## src/rtl/divider_module_2_if.sv

```systemverilog
// Start/done handshake and operand/result bus of the iterative divider.
interface divider_module_2_if #(
  parameter int WIDTH = 8
);
  logic             start_sig;
  logic             signed_mode;
  logic [WIDTH-1:0] dividend;
  logic [WIDTH-1:0] divisor;
  logic             busy;
  logic             done_sig;
  logic [WIDTH-1:0] quotient;
  logic [WIDTH-1:0] reminder;
  logic             div_zero;
  logic             overflow;

  modport master (
    output start_sig, signed_mode, dividend, divisor,
    input  busy, done_sig, quotient, reminder, div_zero, overflow
  );

  modport slave (
    input  start_sig, signed_mode, dividend, divisor,
    output busy, done_sig, quotient, reminder, div_zero, overflow
  );
endinterface

```

## src/rtl/divider_module_2.sv

```systemverilog
// Restoring signed/unsigned divider, one quotient bit per clock; WIDTH+2 edges accept-to-done.
// No backpressure: start is taken only in IDLE and ignored while busy.
module divider_module_2 #(
  parameter int WIDTH = 8
) (
  input  logic              clk,
  input  logic              rst_n,
  divider_module_2_if.slave div_if
);
  typedef enum logic [1:0] {IDLE, PREP, ITER, FINISH} state_t;

  localparam int                CW       = $clog2(WIDTH + 1);
  localparam logic [CW-1:0]     CNT_ONE  = CW'(1);
  localparam logic [CW-1:0]     CNT_LAST = CW'(WIDTH - 1);
  localparam logic [WIDTH-1:0]  MIN_NEG  = {1'b1, {(WIDTH-1){1'b0}}};

  state_t           state_q, state_d;
  logic [WIDTH-1:0] dvd_q, dvd_d, dvs_q, dvs_d, mag_q, mag_d, q_sr_q, q_sr_d;
  logic [WIDTH-1:0] quot_q, quot_d, rmd_q, rmd_d;
  logic [WIDTH:0]   rem_q, rem_d;
  logic [CW-1:0]    cnt_q, cnt_d;
  logic             sgn_q, sgn_d, q_neg_q, q_neg_d, r_neg_q, r_neg_d;
  logic             busy_q, busy_d, done_q, done_d, dz_q, dz_d, ovf_q, ovf_d;
  logic [WIDTH+1:0] shift_rem, trial;

  // One extra bit on top so the sign of trial tells whether the subtract fits.
  assign shift_rem = {rem_q, q_sr_q[WIDTH-1]};
  assign trial     = shift_rem - {2'b00, mag_q};

  always_comb begin
    state_d = state_q;
    dvd_d   = dvd_q;
    dvs_d   = dvs_q;
    sgn_d   = sgn_q;
    mag_d   = mag_q;
    q_sr_d  = q_sr_q;
    rem_d   = rem_q;
    cnt_d   = cnt_q;
    q_neg_d = q_neg_q;
    r_neg_d = r_neg_q;
    busy_d  = busy_q;
    done_d  = 1'b0;
    quot_d  = quot_q;
    rmd_d   = rmd_q;
    dz_d    = dz_q;
    ovf_d   = ovf_q;
    case (state_q)
      IDLE: begin
        if (div_if.start_sig) begin
          dvd_d   = div_if.dividend;
          dvs_d   = div_if.divisor;
          sgn_d   = div_if.signed_mode;
          busy_d  = 1'b1;
          state_d = PREP;
        end
      end
      PREP: begin
        q_neg_d = sgn_q & (dvd_q[WIDTH-1] ^ dvs_q[WIDTH-1]);
        r_neg_d = sgn_q & dvd_q[WIDTH-1];
        q_sr_d  = (sgn_q & dvd_q[WIDTH-1]) ? -dvd_q : dvd_q;
        mag_d   = (sgn_q & dvs_q[WIDTH-1]) ? -dvs_q : dvs_q;
        rem_d   = '0;
        cnt_d   = '0;
        state_d = ITER;
      end
      ITER: begin
        q_sr_d = {q_sr_q[WIDTH-2:0], ~trial[WIDTH+1]};
        rem_d  = trial[WIDTH+1] ? shift_rem[WIDTH:0] : trial[WIDTH:0];
        cnt_d  = cnt_q + CNT_ONE;
        if (cnt_q == CNT_LAST) state_d = FINISH;
      end
      FINISH: begin
        if (dvs_q == '0) begin
          quot_d = '1;
          rmd_d  = dvd_q;
          dz_d   = 1'b1;
          ovf_d  = 1'b0;
        end else if (sgn_q && dvd_q == MIN_NEG && dvs_q == '1) begin
          quot_d = MIN_NEG;
          rmd_d  = '0;
          dz_d   = 1'b0;
          ovf_d  = 1'b1;
        end else begin
          quot_d = q_neg_q ? -q_sr_q : q_sr_q;
          rmd_d  = r_neg_q ? -rem_q[WIDTH-1:0] : rem_q[WIDTH-1:0];
          dz_d   = 1'b0;
          ovf_d  = 1'b0;
        end
        done_d  = 1'b1;
        busy_d  = 1'b0;
        state_d = IDLE;
      end
      default: state_d = IDLE;
    endcase
  end

  always_ff @(posedge clk or negedge rst_n) begin
    if (!rst_n) begin
      state_q <= IDLE;
      dvd_q   <= '0;
      dvs_q   <= '0;
      sgn_q   <= 1'b0;
      mag_q   <= '0;
      q_sr_q  <= '0;
      rem_q   <= '0;
      cnt_q   <= '0;
      q_neg_q <= 1'b0;
      r_neg_q <= 1'b0;
      busy_q  <= 1'b0;
      done_q  <= 1'b0;
      quot_q  <= '0;
      rmd_q   <= '0;
      dz_q    <= 1'b0;
      ovf_q   <= 1'b0;
    end else begin
      state_q <= state_d;
      dvd_q   <= dvd_d;
      dvs_q   <= dvs_d;
      sgn_q   <= sgn_d;
      mag_q   <= mag_d;
      q_sr_q  <= q_sr_d;
      rem_q   <= rem_d;
      cnt_q   <= cnt_d;
      q_neg_q <= q_neg_d;
      r_neg_q <= r_neg_d;
      busy_q  <= busy_d;
      done_q  <= done_d;
      quot_q  <= quot_d;
      rmd_q   <= rmd_d;
      dz_q    <= dz_d;
      ovf_q   <= ovf_d;
    end
  end

  assign div_if.busy     = busy_q;
  assign div_if.done_sig = done_q;
  assign div_if.quotient = quot_q;
  assign div_if.reminder = rmd_q;
  assign div_if.div_zero = dz_q;
  assign div_if.overflow = ovf_q;
endmodule

```

## src/flat_wrapper.sv

```systemverilog
// flat-port wrapper written by rule: the top's interface ports become plain ports
module divider_module_2_flat 
#(
  parameter int WIDTH = 8
)
  (clk, rst_n, div_if_start_sig, div_if_signed_mode, div_if_dividend, div_if_divisor, div_if_busy, div_if_done_sig, div_if_quotient, div_if_reminder, div_if_div_zero, div_if_overflow);
  divider_module_2_if #(.WIDTH(WIDTH)) div_if_i ();
  input  logic clk;
  input  logic rst_n;
  input wire logic [$bits(div_if_i.start_sig)-1:0] div_if_start_sig;
  input wire logic [$bits(div_if_i.signed_mode)-1:0] div_if_signed_mode;
  input wire logic [$bits(div_if_i.dividend)-1:0] div_if_dividend;
  input wire logic [$bits(div_if_i.divisor)-1:0] div_if_divisor;
  output wire logic [$bits(div_if_i.busy)-1:0] div_if_busy;
  output wire logic [$bits(div_if_i.done_sig)-1:0] div_if_done_sig;
  output wire logic [$bits(div_if_i.quotient)-1:0] div_if_quotient;
  output wire logic [$bits(div_if_i.reminder)-1:0] div_if_reminder;
  output wire logic [$bits(div_if_i.div_zero)-1:0] div_if_div_zero;
  output wire logic [$bits(div_if_i.overflow)-1:0] div_if_overflow;
  assign div_if_i.start_sig = div_if_start_sig;
  assign div_if_i.signed_mode = div_if_signed_mode;
  assign div_if_i.dividend = div_if_dividend;
  assign div_if_i.divisor = div_if_divisor;
  assign div_if_busy = div_if_i.busy;
  assign div_if_done_sig = div_if_i.done_sig;
  assign div_if_quotient = div_if_i.quotient;
  assign div_if_reminder = div_if_i.reminder;
  assign div_if_div_zero = div_if_i.div_zero;
  assign div_if_overflow = div_if_i.overflow;
  divider_module_2 #(.WIDTH(WIDTH)) u_core (.clk(clk), .rst_n(rst_n), .div_if(div_if_i));
endmodule
```

## config.mk

```make
export PLATFORM = sky130hd
export DESIGN_NAME = divider_module_2_flat
export DESIGN_NICKNAME = d
export VERILOG_FILES = /design/src/rtl/divider_module_2_if.sv /design/src/rtl/divider_module_2.sv /design/src/flat_wrapper.sv
export SDC_FILE = /design/constraint.sdc
export NUM_CORES = 1
export LEC_CHECK = 0
export ABC_CLOCK_PERIOD_IN_PS = 3620
export BUFFER_PORTS_ARGS = -buffer_cell sky130_fd_sc_hd__buf_2
export CAP_MARGIN = 25
export CELL_PAD_IN_SITES_DETAIL_PLACEMENT = 0
export CELL_PAD_IN_SITES_GLOBAL_PLACEMENT = 1
export CORE_ASPECT_RATIO = 1.75
export CORE_UTILIZATION = 50
export DETAILED_ROUTE_END_ITERATION = 8
export PLACE_DENSITY_LB_ADDON = 0.2
export SLEW_MARGIN = 15
export SYNTH_ARGS = -nofsm -noshare
export SYNTH_HDL_FRONTEND = slang
export SYNTH_SLANG_ARGS = --single-unit
export TNS_END_PERCENT = 30
```

## constraint.sdc

```tcl
create_clock -name clk -period 3.62 [get_ports clk]
set_input_delay 0.181 -clock clk [delete_from_list [all_inputs] [get_ports clk]]
set_output_delay 0.181 -clock clk [all_outputs]
set_load 0.05 [all_outputs]
```

# Yosys cells after proc, flatten, opt, wreduce, memory -nomap -nowiden
# Cells that the tools add are included.
# classes
addsub	6
n_eq_ne	8
mux	21
n_bitwise	5
n_reduce_logical	9
# ops
operator	n
8-bit two-way mux	8
8-bit negation	4
9-bit case mux with 2 select lines	1
8-bit == test (second input constant)	2
8-bit case mux with 2 select lines	1
10-bit by 8-bit subtractor with 10-bit output	1
9-bit two-way mux	1
8-bit zero test	1
2-bit case mux with 4 select lines	1
4-bit case mux with 2 select lines	1
2-bit AND reduction	3
1-bit two-way mux	5
4-bit by 1-bit adder with 4-bit output (second input constant)	1
2-bit == test (second input constant)	2
4-bit by 3-bit == test with 1-bit output (second input constant)	1
2-bit two-way mux	2
2-bit nonzero test	2
1-bit bitwise AND	3
2-bit by 1-bit == test with 1-bit output (second input constant)	1
1-bit logical AND	2
2-bit zero test	1
2-bit by 1-bit != test with 1-bit output (second input constant)	1
2-bit != test (second input constant)	1
1-bit case mux with 2 select lines	1
other kinds (2)	2
# totals
regBits	70
elab_cells	65

# Logic depth before layout (Yosys ltp)
# logic_depth
depth_word	5
depth_mapped	10
mapped_depth_nobuf	10

# Least setup slack after synthesis
# Ideal clock, no wire load.
# synth_timing
path_type	register to register
startpoint	reg u_core.rem_q[5]
endpoint	reg u_core.rem_q[1]
setup_ns	0.134
arrival_time_ns	1.917
required_ns	3.486
setup_slack_ns	1.569
stages_incl_launch_ff	9
path_buffers	1
synth_period_minus_slack_ns	2.051
path_cell_list	dfrtp_1 > ha_1 > a21oi_1 > o221ai_1 > nor2_1 > xor2_1 > buf_4 > mux2i_1 > o22ai_1
# synth_via
elab_chain_cells	3
# synth_lines
item	line	source
from (decl)	divider_module_2.sv:20	logic [WIDTH:0] rem_q, rem_d;
from (signal assigned)	divider_module_2.sv:122	rem_q <= rem_d;
10-bit by 8-bit subtractor with 10-bit output	divider_module_2.sv:28	assign trial = shift_rem - {2'b00, mag_q};
9-bit two-way mux	divider_module_2.sv:68	rem_d = trial[WIDTH+1] ? shift_rem[WIDTH:0] : trial[WIDTH:0];
9-bit case mux with 2 select lines	divider_module_2.sv:47	case (state_q)
# No other way between the ends.
# A chain may end at the register's enable or synchronous reset.

# Worst setup path after layout
# layout_timing
startpoint	reg u_core.rem_q[5]
endpoint	reg u_core.rem_q[0]
# The elaborated chain is that of the path after synthesis.

==> flow_summary.yaml <==
outcome:
  status: "finished clean"
worst_setup_path:
  timing.critical_path.slowest_cell_delay_ns: 0.45
  reg2reg_setup_slack_ns: 1.34
  worst-path-buf-inv: 1
  crit_path_max_fanout: 12
  timing.critical_path.to_type: "flip-flop"
  r2r-end: "u_core.rem_q[0]"
  worst_r2r_startpoint: "u_core.rem_q[5]"
  cp_slowest_cell: "dfrtp_1"
  critPathLaunchType: "flip-flop"
  cp_data_required_time_ns: 3.87
  crit_chain: "ha_1 -> a21oi_1 -> o221ai_1 -> nor2_1 -> xor2_1 -> buf_4 -> mux2_2 -> o22ai_1"
  critical_path_class: "reg2reg"
  timing.critical_path.arrival_ns: 2.53
  critical-path-top-delay-family: "flip-flops"
  r2r.worst_path.cells: 8
logic_synthesis:
  yosys_most_used_dff: "dfrtp_1"
  postSynthCellCount: 402
  count_of_state_elements_after_synthesis: 70
  synth.cell_area_um2: 3919
  synth_area_leader_cell: "dfrtp_1"
  yosysUniqueCellTypes: 44
  synth.net_count: 441
  synth_top_cells_by_area: "dfrtp_1 45%, mux2_2 6.9%, ha_1 5.7%"
  async_reset_ff_share_pct: 100.0
  synth-warning-count: 0
  synth-seq-area-share_pct: 44.70
  number_of_enable_flip_flop_cells_after_synthesis: 0
  synthDominantCellAreaShare_pct: 44.70
  avgSynthCellArea_um2: 9.748
detailed_routing:
  detailroute.via_count: 2989
  drt-initial-drc-count: 132
  remaining_drc_errors: 0
  average_detailed_routed_wire_length_per_instance_um: 16.35
  viasPerCell: 5.618
  dr.pass1.iters: 4
  route.final.wire_length_um: 8697
  final_antenna_net_count: 0
cells_and_area:
  num_antenna_cells: 0
  layout.area.seq_um2: 1752
  final.fill_count: 705
  nets: 478
  syn_to_final_growth_pct: 15.61
  final_cell_count_no_fill: 532
  final_layout_size_suffix_gt1_share_pct: 19.59
  multi_input_gate_area_in_the_final_layout_um2: 1963
power:
  share_comb_of_total_power_pct: 47.3
  power-per-cell-area_nw_per_um2: 1055
  pwr-share-seq_pct: 31.5
  swShare_pct: 43.19
  report.power.total_uw: 4781
  p_leak_uw: 0.002077
  vdd_ir_drop_max_mv: 0.4966
  p_sw_uw: 2065
  clock_network_fraction_of_total_power_pct: 21.2
  internal_power_uw: 2716
floorplanning:
  area_of_the_core_um2: 7567
  floorplan.rows: 42
  start_util_pct: 51.79
  pin_count: 40
  die_x_um: 68.92
  floorplan.die_area_um2: 8209
  floorplan.die.height_um: 119.1
cts:
  holdBufCountCts: 0
  cts-buffers-inserted: 9
  cts_resized: 0
  clock_sink_count: 70
  post_cts_buffers: 0
  insertion_delay_ns: 0.33
  cts_htree_levels: 3
  clk_pin_slew_ns: 0.06
  max-clock-path-buffers: 2
  clock_tree.root_cell: "clkbuf_16"
  tritoncts: "built"
placement:
  globalplace.congestion: 0.8770
  placedCellCount: 516
  buffer_ports.inserted: 39
  post-dp-hpwl_um: 6466
worst_hold_path:
  worstHoldPathType: "in2async"
sta:
  fmax_ghz: 0.4395
  finalSetupViolCount: 0
  hold_slack_ns: 0.05310
  grt_setup_unrepaired: "false"
  clock-skew-final_ns: 0.004475
  finalCritPeriodShare_pct: 62.86
  max-slew-margin-rel_pct: 39.72
  timing.final.max_slew_violations: 0
  hold_violations: 0
  worst_pin_slew_ns: 0.9042
  fin_setup_tns_ns: 0
  post-route-min-period_ns: 2.276
global_route:
  initial_antenna_violation_count: 0
  largest_net_degree_at_the_start_of_global_routing: 71
  grt_first_pass_wirelength_um: 14250
  grt_use_total_pct: 23.94
  globalRouteOverflowTotal: 0
  number_of_global_route_vias_before_repair: 2917
run:
  drv.max_cap_violation_count: 0
-- Yosys cell counts (4+ instances only) --
cell and n:
a21oi_1 24, clkbuf_1 15, dfrtp_1 70, ha_1 18, inv_1 33, mux2_2 24
mux2i_1 9, nand2_1 26, nand2b_1 10, nand3_1 11, nand4_1 5, nor2_1 28
nor2b_1 8, nor3_1 7, o21ai_0 32, o221ai_1 8, o22ai_1 6, o311ai_0 4
o31ai_1 7, xnor2_1 18, xor2_1 11
-- power by group through the flow --
stage | clock (uW) | combinational [uW] | sequential [uW]
CTS | 1030 | 2290 | 1500
floorplan | 0 | 1500 | 1720
detailed placement | 0 | 2280 | 1520
global route | 1070 | 2500 | 1570
global placement | 0 | 2240 | 1510
finish | 1020 | 2260 | 1510
-- metal layers --
metal  track usage (%)  vias to the layer above  part of all wire (%)
met5                 0                        -                     0
met2             40.17                       51                    55
li1                  -                     1485                     -
met1             28.05                     1432                    40
met3             5.268                       21                   2.3
met4             10.46                        0                   3.0
-- state kept, by name (all words and copies together) (netlist names), 2 cells and up --
name and flops:
u_core.q_sr_q 8, u_core.dvs_q 8, u_core.div_if.reminder 8, u_core.rem_q 9
u_core.div_if.quotient 8, u_core.dvd_q 8, u_core.cnt_q 4, u_core.state_q 2
u_core.mag_q 8
-- cell usage in the layout (no fill, tap or decap), types with 2 or more instances in the layout --
master	instances
buf_4	5
o22ai_1	6
a31oi_1	2
buf_2	39
nand4_1	5
o211ai_1	2
mux2i_1	9
o31ai_1	7
nand2b_1	10
o22a_1	2
o221ai_1	8
dfrtp_1	70
nor3_1	7
ha_1	18
bufinv_16	3
nand3_1	11
inv_1	33
nor2_1	28
xor2_1	11
nand2_1	26
clkbuf_16	9
a21oi_1	24
and2_1	2
mux2_2	24
a211oi_1	2
xnor2_1	18
o311ai_0	4
o21ai_0	32
nor2b_1	8
-- worst reg2reg max path: cells and delay by family (launching register included) --
kind / cells / cell delay [ns]
DFF: 1 / 0.45
xor gates and xnor gates: 1 / 0.16
buffers and inverters: 1 / 0.21
adders and majority gates: 1 / 0.40
muxes: 1 / 0.35
and+or+nand+nor: 1 / 0.21
AOI/OAI and AO/OA: 3 / 0.42
-- worst max path at each step --
stage | startpoint | end | slack, ns | cells after the start
floorplan | u_core.rem_q[5] | u_core.rem_q[1] | 1.57 | 8
global placement | u_core.rem_q[5] | u_core.rem_q[0] | 1.40 | 8
detailed placement | u_core.rem_q[5] | u_core.rem_q[0] | 1.35 | 8
CTS | u_core.rem_q[5] | u_core.rem_q[0] | 1.34 | 8
global route | u_core.q_sr_q[7] | u_core.rem_q[6] | 1.17 | 9
finish | u_core.rem_q[5] | u_core.rem_q[0] | 1.34 | 8
-- cells by family after synthesis --
logic type,share of synthesized area [%]
and+or+nand+nor,13.03
muxes,9.196
xor gates and xnor gates,6.481
DFF,44.70
adders and majority gates,6.258
AOI/OAI and AO/OA,15.13
buffers and inverters,5.204
-- stage by stage --
step                      util (%)  cell area (um2)  setup slack, ns
after global routing         59.87             4531            1.171
after global placement       55.26             4182            1.399
after CTS                    59.87             4531            1.337
final                        59.87             4531            1.344
after floorplan                  -             3919            1.569
after detailed placement     55.26             4182            1.348
-- cell type report --
| cell class | instances | share of cell area (%) |
|---|---|---|
| multi-input combinational | 281 | 43.33 |
| sequential | 70 | 38.66 |
| clock buffer | 11 | 5.358 |
| timing repair buffer | 44 | 5.137 |
| inverter | 33 | 2.734 |
| tap | 88 | 2.430 |
| clock inverter | 5 | 2.347 |
Power figures use the tool's default switching activity.
